[src/rtl/led_device.sv]
// Four-LED write-side bus peripheral with per-LED 8-bit PWM and prescaled blink gating.
// Optional LED_DEVICE_READBACK_EN adds a tri-stated data_out register readback port.
module led_device #(
  parameter int unsigned PRESCALE_W = 8,
  parameter int unsigned PWM_W      = 8
) (
  input  logic       clk,
  input  logic       reset,
  input  logic [3:0] address,
  input  logic       enable,
  input  logic       mode,
  input  logic [7:0] data_in,
  output logic [3:0] led_out
`ifdef LED_DEVICE_READBACK_EN
  ,
  output logic [7:0] data_out
`endif
);

  typedef enum logic [0:0] {
    StOff = 1'b0,
    StOn  = 1'b1
  } blink_st_e;

  // Register file
  logic [3:0][PWM_W-1:0] duty_q, duty_d;
  logic [3:0]            mask_q, mask_d;
  logic [7:0]            period_q, period_d;
  logic                  ctrl_q, ctrl_d;

  // Free-running timing state
  logic [PWM_W-1:0]      pwm_cnt_q, pwm_cnt_d;
  logic [PRESCALE_W-1:0] presc_q, presc_d;
  logic [7:0]            blink_cnt_q, blink_cnt_d;
  blink_st_e             blink_st_q, blink_st_d;

  logic [3:0]            led_q, led_d;
  logic [3:0]            raw;
  logic                  wr_en;
  logic                  wr_period;
  logic                  tick;
  logic                  blink_phase;

  assign wr_en     = enable & ~mode;
  assign wr_period = wr_en & (address == 4'h5);
  assign tick      = (presc_q == {PRESCALE_W{1'b1}});

  // Bus write decode; 0x7-0xF fall through with no side effect.
  always_comb begin
    duty_d   = duty_q;
    mask_d   = mask_q;
    period_d = period_q;
    ctrl_d   = ctrl_q;
    if (wr_en) begin
      case (address)
        4'h0, 4'h1, 4'h2, 4'h3: duty_d[address[1:0]] = data_in[PWM_W-1:0];
        4'h4:                   mask_d   = data_in[3:0];
        4'h5:                   period_d = data_in;
        4'h6:                   ctrl_d   = data_in[0];
        default: ;
      endcase
    end
  end

  always_comb begin
    pwm_cnt_d = pwm_cnt_q + 1'b1;
    presc_d   = wr_period ? '0 : presc_q + 1'b1;
  end

  // Blink FSM next state: a period write restarts the ON phase and beats any tick.
  always_comb begin
    blink_st_d  = blink_st_q;
    blink_cnt_d = blink_cnt_q;
    if (wr_period || (period_q == 8'd0)) begin
      blink_st_d  = StOn;
      blink_cnt_d = 8'd0;
    end else if (tick) begin
      if (blink_cnt_q == period_q - 8'd1) begin
        blink_cnt_d = 8'd0;
        blink_st_d  = (blink_st_q == StOn) ? StOff : StOn;
      end else begin
        blink_cnt_d = blink_cnt_q + 8'd1;
      end
    end
  end

  // Blink FSM output
  always_comb begin
    blink_phase = (blink_st_q == StOn);
  end

  always_comb begin
    for (int i = 0; i < 4; i++) begin
      raw[i]   = (pwm_cnt_q < duty_q[i]);
      led_d[i] = ctrl_q & raw[i] & (~mask_q[i] | blink_phase);
    end
  end

  always_ff @(posedge clk) begin
    if (reset) begin
      duty_q      <= '0;
      mask_q      <= '0;
      period_q    <= '0;
      ctrl_q      <= 1'b0;
      pwm_cnt_q   <= '0;
      presc_q     <= '0;
      blink_cnt_q <= '0;
      blink_st_q  <= StOn;
      led_q       <= '0;
    end else begin
      duty_q      <= duty_d;
      mask_q      <= mask_d;
      period_q    <= period_d;
      ctrl_q      <= ctrl_d;
      pwm_cnt_q   <= pwm_cnt_d;
      presc_q     <= presc_d;
      blink_cnt_q <= blink_cnt_d;
      blink_st_q  <= blink_st_d;
      led_q       <= led_d;
    end
  end

  assign led_out = led_q;

`ifdef LED_DEVICE_READBACK_EN
  logic [7:0] rd_q, rd_d;

  // Capture reflects register contents just before the read edge.
  always_comb begin
    rd_d = rd_q;
    if (enable && mode) begin
      case (address)
        4'h0, 4'h1, 4'h2, 4'h3: rd_d = 8'(duty_q[address[1:0]]);
        4'h4:                   rd_d = {4'b0, mask_q};
        4'h5:                   rd_d = period_q;
        4'h6:                   rd_d = {7'b0, ctrl_q};
        4'h7:                   rd_d = {3'b0, blink_phase, led_q};
        default:                rd_d = 8'h00;
      endcase
    end
  end

  always_ff @(posedge clk) begin
    if (reset) begin
      rd_q <= 8'h00;
    end else begin
      rd_q <= rd_d;
    end
  end

  assign data_out = (enable && mode) ? rd_q : 8'bz;
`endif

endmodule
[config.mk]
export PLATFORM = sky130hd
export DESIGN_NAME = led_device
export DESIGN_NICKNAME = d
export VERILOG_FILES = /design/src/rtl/led_device.sv
export SDC_FILE = /design/constraint.sdc
export NUM_CORES = 1
export LEC_CHECK = 0
export CAP_MARGIN = 20
export CORE_ASPECT_RATIO = 0.5
export CORE_MARGIN = 5
export CORE_UTILIZATION = 35
export DETAILED_ROUTE_END_ITERATION = 8
export PLACE_DENSITY = 0.63
export SETUP_SLACK_MARGIN = 0.2
export SYNTH_ARGS = -nofsm -noshare
export SYNTH_HDL_FRONTEND = slang
export SYNTH_SLANG_ARGS = --single-unit
[constraint.sdc]
create_clock -name clk -period 2.3 [get_ports clk]
set_clock_uncertainty 0.15 [all_clocks]
set_input_delay 0.345 -clock clk [delete_from_list [all_inputs] [get_ports clk]]
set_output_delay 0.345 -clock clk [all_outputs]
set_load 0.01 [all_outputs]
Yosys cells after proc, flatten, opt, wreduce, memory -nomap -nowiden
Cells that the tools add are included.
{ "totals": {"ff_bits": 74, "input_bits": 16} }
{ "classes": {"add_sub_neg": 4, "n_lt_le_gt_ge": 6, "eq_ne": 8, "mux": 5, "n_bitwise": 19, "reduce_logical": 12} }
{ "op_table": {"columns": ["op", "n"], "rows": [
  ["bitwise mux 32 bit", 1],
  ["less-than comparator 8 bit", 4],
  ["adder 8 x 1 -> 8 bit, second input constant", 3],
  ["demux 8 bit (select 2 bit)", 1],
  ["2-to-1 mux 8 bit", 2],
  ["== test 4 x 3 -> 1 bit, second input constant", 3],
  ["bitwise AND 1 bit", 10],
  ["AND reduction 2 bit", 5],
  ["== test 4 x 2 -> 1 bit, second input constant", 2],
  ["== test 8 bit", 1],
  ["== test 8 bit, second input constant", 1],
  ["zero test 8 bit", 1],
  ["subtractor 8 x 1 -> 8 bit, second input constant", 1],
  ["NOT 1 bit", 5],
  ["== test 4 x 1 -> 1 bit, second input constant", 1],
  ["zero test 4 bit", 1],
  ["bitwise OR 1 bit", 4],
  ["OR reduction 2 bit", 2],
  ["OR reduction 4 bit", 1],
  ["less-than comparator 2 x 3 -> 1 bit, second input constant", 1],
  ["greater-or-equal comparator 2 x 1 -> 1 bit, second input constant", 1],
  ["logical AND 1 bit", 1],
  ["logical OR 1 bit", 1],
  ["2-to-1 mux 1 bit", 1]
]} }

Depth between registers and ports, before layout
Gate-level depths: netlist (run 1).
{ "logic_depth": {"depth_word": 5, "mapped_depth": 9, "depth_no_buf": 8} }

Worst setup path after synthesis (run 1)
Ideal clock, no wire load.
{ "synth_timing": {"path_kind": "register -> register", "startpoint": "register period_q[0]", "endpoint": "register blink_cnt_q[7]", "t_arrival_ps": 1931, "setup_slack_ps": 104, "stages_incl_launch_ff": 10, "cell_sequence": "dfxtp_1 > inv_1 > ha_1 > o21ba_1 > a221oi_1 > a41oi_1 > a2111oi_2 > nand2b_1 > buf_6 > nor2_1"} }
{ "synth_via": {"elab_chain_len": 3, "elab_cells_between_ends": 6, "cone_classes": "add/sub (1); eq/ne (1); mux (1); reduce/logical (3)"} }
{ "synth_lines": {"columns": ["element", "line", "source"], "rows": [
  ["start: declaration", "28", "logic [7:0] period_q, period_d;"],
  ["start signal: assignment", "113", "period_q <= period_d;"],
  ["subtractor 8 x 1 -> 8 bit or zero test 8 bit (tied branches)", "78, 74", null],
  ["== test 8 bit or logical OR 1 bit (tied branches)", "78, 74", null],
  ["2-to-1 mux 8 bit or OR reduction 2 bit (tied branches)", null, null],
  ["end signal: assignment", "117", "blink_cnt_q <= blink_cnt_d;"],
  ["end: declaration", "34", "logic [7:0] blink_cnt_q, blink_cnt_d;"]
]} }
Several ways; a longest one is shown, not always the timed one.
A chain may end at the register's enable or synchronous reset.

Final worst setup path (run 1)
{ "layout_timing": {"startpoint": "register period_q[0]", "endpoint": "register blink_st_q (netlist: blink_phase)"} }
{ "layout_via": {"elab_chain_len": 3, "elab_cells_between_ends": 6, "cone_classes": "add/sub (1); eq/ne (1); reduce/logical (4)"} }
{ "layout_lines": {"columns": ["element", "line", "source"], "rows": [
  ["subtractor 8 x 1 -> 8 bit or zero test 8 bit (tied branches)", "78, 74", null],
  ["== test 8 bit or logical OR 1 bit (tied branches)", "78, 74", null],
  ["AND reduction 2 bit (no line) or OR reduction 2 bit (tied branches)", null, null],
  ["end signal: assignment", "108", "blink_st_q <= StOn;"],
  ["end signal: assignment", "118", "blink_st_q <= blink_st_d;"],
  ["end: declaration", "35", "blink_st_e blink_st_q, blink_st_d;"]
]} }
Several ways; a longest one is shown, not always the timed one.

==> metrics.csv, run 1 <==
stage;metric;value;unit
timing;period_share;87.8;%
clock_network;cts_tree;built;
setup_path;crit_arrival;2.08;ns
global_route;grt_pass1_vias;2812;
drt;num_vias;2916;
die;start_util;36.3;%
timing;max_slew_margin;67.6;%
clock_network;cts_sinks;74;
setup_path;crit_path_max_incr_delay;0.33;ns
clock_network;clk_pin_slew;0.06;ns
logic_synthesis;syn_inst;427;
timing;worst_pin_slew;0.485;ns
final_layout;diodes;0;
run;cap_violations;0;
timing;tns;0;ns
drt;drt_iter0_drc;120;
setup_path;path_class;register to register;
clock_network;htreeDepth;3;
timing;fmax;0.495;GHz
min_path;hold_start;reset;
drt;drc;0;
min_path;hold_path.class;input pin to register;
pwr;irDropWorstVdd;0.372;mV
logic_synthesis;async_reset_ff_share;0;%
setup_path;r2r-start;period_q[0]$_SDFFE_PP0P_;
pwr;p_leak;1.82;nW
pwr;power.switching;0.000650;W
timing;grt_setup_unrepaired;true;
final_layout;layout-drive-gt1-share;15.0;%
global_route;grt_max_degree;39;
clock_network;hold_buffers;0;
pwr;sequentialPowerShare;43.1;%
logic_synthesis;synth-seq-cells;74;
setup_path;rr_worst_depth;8;
logic_synthesis;syn_area;3750;um2
drt;wl;7930;um
die;rows;26;
drt;drt_first_pass_iters;4;
pwr;p_per_area;652;nW/um2
placed_design;place_area;4140;um2
placed_design;place_congestion;0.767;
global_route;grt_pass1_wl;13600;um
timing;setup_viol;0;
min_path;whs_path_depth;2;
global_route;grt_remaining_overflow;0;
global_route;grt_use_total;12.9;%
timing;drv_slew;0;
global_route;antenna_found_initial;0;
die;num_io_pins;20;
outcome;status;complete, no violations;
clock_network;cts_made_buffers;9;
pwr;p_sw_share;21.3;%
setup_path;end_kind;register;
pwr;clock_power_share;50.3;%
logic_synthesis;yosysWarnings;0;
logic_synthesis;syn_avg_cell_area;8.79;um2
logic_synthesis;ys_seq_area_share;39.5;%
final_layout;multi_input_area;2210;um2
setup_path;crit_chain;buf_4 > nand4bb_1 > nor4b_4 > nor4_2 > a2111oi_4 > buf_4 > xnor2_2 > nand2_1;
logic_synthesis;syn_nets;476;
final_layout;fin_cells;608;
setup_path;worstPathRequired;2.36;ns
setup_path;worstReg2RegEnd;blink_phase$_SDFFE_PP1P_;
die;die_area;13000;um2
logic_synthesis;synthFlopType;dfxtp_1;
setup_path;start_kind;register;
final_layout;seqCellArea;1510;um2
final_layout;design_area;4680;um2
drt;via_per_inst;4.80;
final_layout;synthToLayoutAreaGrowth;24.7;%
die;die_h;83.2;um
final_layout;fin_nets;512;
setup_path;r2r_slack;0.28;ns
final_layout;nFillCells;983;
setup_path;crit_fanout;4;
setup_path;cpMostUsedCell;buf_4;
pwr;cellInternalPower;0.00240;W
logic_synthesis;ys_types;39;
die;die_x;156;um
final_layout;post-route-util;45.2;%
min_path;holdPathEnd;mask_q[3]$_SDFFE_PP0P_;
die;core_area;10300;um2
drt;antenna_left;0;
drt;wl_per_cell;13.0;um
placed_design;place_inst;585;
placed_design;post-place-ws;0.0383;ns
timing;layout_min_cycle_time;2.02;ns
placed_design;port_buffers;19;
pwr;p_comb_share;6.6;%
clock_network;cts_buffer_depth;2;
logic_synthesis;synth_edf_count;0;
clock_network;cts_root_buf;clkbuf_16;
placed_design;hpwl;5610;um
timing;hold_viol;0;
setup_path;critPathSlowestCell;dfxtp_2;
clock_network;worst_skew_pair.late_latency;0.34;ns
timing;worst_slack;0.279;ns
power groups by stage:
stage | sequential [W] | clock (W) | combinational (W)
after CTS | 0.00131 | 0.00157 | 0.000196
after detailed placement | 0.00134 | 0 | 0.000190
after global placement | 0.00134 | 0 | 0.000191
after floorplan | 0.00134 | 0 | 0.000115
after global routing | 0.00132 | 0.00163 | 0.000226
final | 0.00131 | 0.00154 | 0.000202
cell usage in the layout (no fill, tap or decap), drive strengths merged:
master | Yosys | routed
nand3 | 39 | 39
xor2 | 16 | 16
buf | 4 | 22
a221oi | 1 | 1
o21ai | 1 | 1
a2111oi | 6 | 6
nor4b | 3 | 3
a21oi | 31 | 31
and4 | 1 | 1
nand2b | 7 | 7
a41oi | 1 | 1
nor2b | 7 | 7
nor3 | 3 | 3
nand4bb | 1 | 1
clkinv | 0 | 2
nand3b | 1 | 1
a21o | 16 | 16
nor3b | 2 | 2
clkdlybuf4s50 | 0 | 18
dfxtp | 74 | 74
inv | 31 | 31
and4bb | 1 | 1
o21a | 4 | 4
clkbuf | 11 | 12
nand4 | 5 | 5
ha | 33 | 33
a211oi | 1 | 1
nor4 | 1 | 1
nand2 | 39 | 39
and3 | 4 | 4
mux2i | 20 | 20
xnor2 | 13 | 13
bufinv | 0 | 2
o21ba | 1 | 1
nor2 | 49 | 49
how the worst max path moves through the flow:
stage	startpoint	to	slack (ns)
2_1_floorplan	presc_q[0]$_SDFF_PP0_	blink_cnt_q[7]$_SDFFE_PP0N_	0.23
3_3_place_gp	period_q[1]$_SDFFE_PP0P_	blink_cnt_q[3]$_SDFFE_PP0N_	0.13
3_5_place_dp	period_q[1]$_SDFFE_PP0P_	blink_cnt_q[6]$_SDFFE_PP0N_	0.04
4_1_cts	period_q[0]$_SDFFE_PP0P_	blink_phase$_SDFFE_PP1P_	0.19
5_1_grt	period_q[0]$_SDFFE_PP0P_	blink_phase$_SDFFE_PP1P_	0.13
6_report	period_q[0]$_SDFFE_PP0P_	blink_phase$_SDFFE_PP1P_	0.28
sequential cells by signal, summed over array words and instances (netlist names):
register / cells
pwm_cnt_q: 8
blink_phase: 1
duty_q: 32
led_out: 4
period_q: 8
blink_cnt_q: 8
ctrl_q: 1
presc_q: 8
mask_q: 4
area by class of cell:
class | instances | share of cell area [%]
sequential | 74 | 32.2
multi-input combinational | 307 | 47.2
inverter | 31 | 2.49
timing repair buffer | 40 | 7.32
clock buffer | 12 | 5.48
clock inverter | 4 | 1.58
tap | 140 | 3.74
cells by family after synthesis:
kind of cell / after synthesis / synth area share (%)
xor gates and xnor gates: 29 / 6.77
buffers and inverters: 46 / 5.43
DFF: 74 / 39.5
AOI/OAI and AO/OA: 62 / 10.9
adders and majority gates: 33 / 11.0
and+or+nand+nor: 163 / 21.1
muxes: 20 / 5.33
cell usage after synthesis, types with 9 or more instances:
master    instances  area share, %
dfxtp_1          74             39
nor2_1           49            4.9
nand3_1          39            5.2
nand2_1          38            3.8
ha_1             33             11
inv_1            31            3.1
a21oi_1          30            4.0
mux2i_1          20            5.3
a21o_1           16            3.2
xor2_1           16            3.7
xnor2_1          13            3.0
clkbuf_1          9           0.90
critical path, delay by kind of cell, from the launching register on:
family,cells,cell delay [ns]
flip-flops,1,0.33
AND/OR/NAND/NOR,4,0.66
XOR/XNOR,1,0.10
AO/OA/AOI/OAI,1,0.33
buffers and inverters,2,0.33
metrics by stage:
stage	hold slack (ns)	total power [W]
floorplan	0.280	0.00145
global placement	0.293	0.00153
detailed placement	0.296	0.00153
CTS	0.233	0.00308
global route	0.255	0.00318
finish	0.242	0.00305
timing repair:
| action | CTS | global route |
|---|---|---|
| setup buffers | 3 | 4 |
| pin swaps | 4 | 6 |
| gates resized for setup | 12 | 26 |
| hold endpoints to repair | 0 | 0 |
| setup endpoints to repair | 9 | 9 |
routing by layer:
layer | vias up | global-route usage, % | wire length [um]
met1 | 1344 | 17.1 | 3970
met2 | 37 | 19.8 | 3530
met5 | - | 0 | 0
li1 | 1521 | - | -
met3 | 14 | 3.58 | 282
met4 | 0 | 5.04 | 148
(Power assumes the default switching activity.)
==> run 2: changes to the inputs <==
--- a/config.mk
+++ b/config.mk
@@ -7,3 +7,2 @@
 export LEC_CHECK = 0
-export CAP_MARGIN = 20
 export CORE_ASPECT_RATIO = 0.5
--- a/constraint.sdc
+++ b/constraint.sdc
@@ -4,2 +4,2 @@
 set_output_delay 0.345 -clock clk [all_outputs]
-set_load 0.01 [all_outputs]
+set_load 0.005 [all_outputs]
==> results of run 2 <==
The final DEF is identical to that of run 1. Status: complete, no violations.
==> run 3: changes to the inputs <==
- HOLD_SLACK_MARGIN: not set -> 0.12
- SKIP_LAST_GASP: not set -> 1
==> results of run 3 <==
The final DEF is identical to that of run 1. Status: complete, no violations.
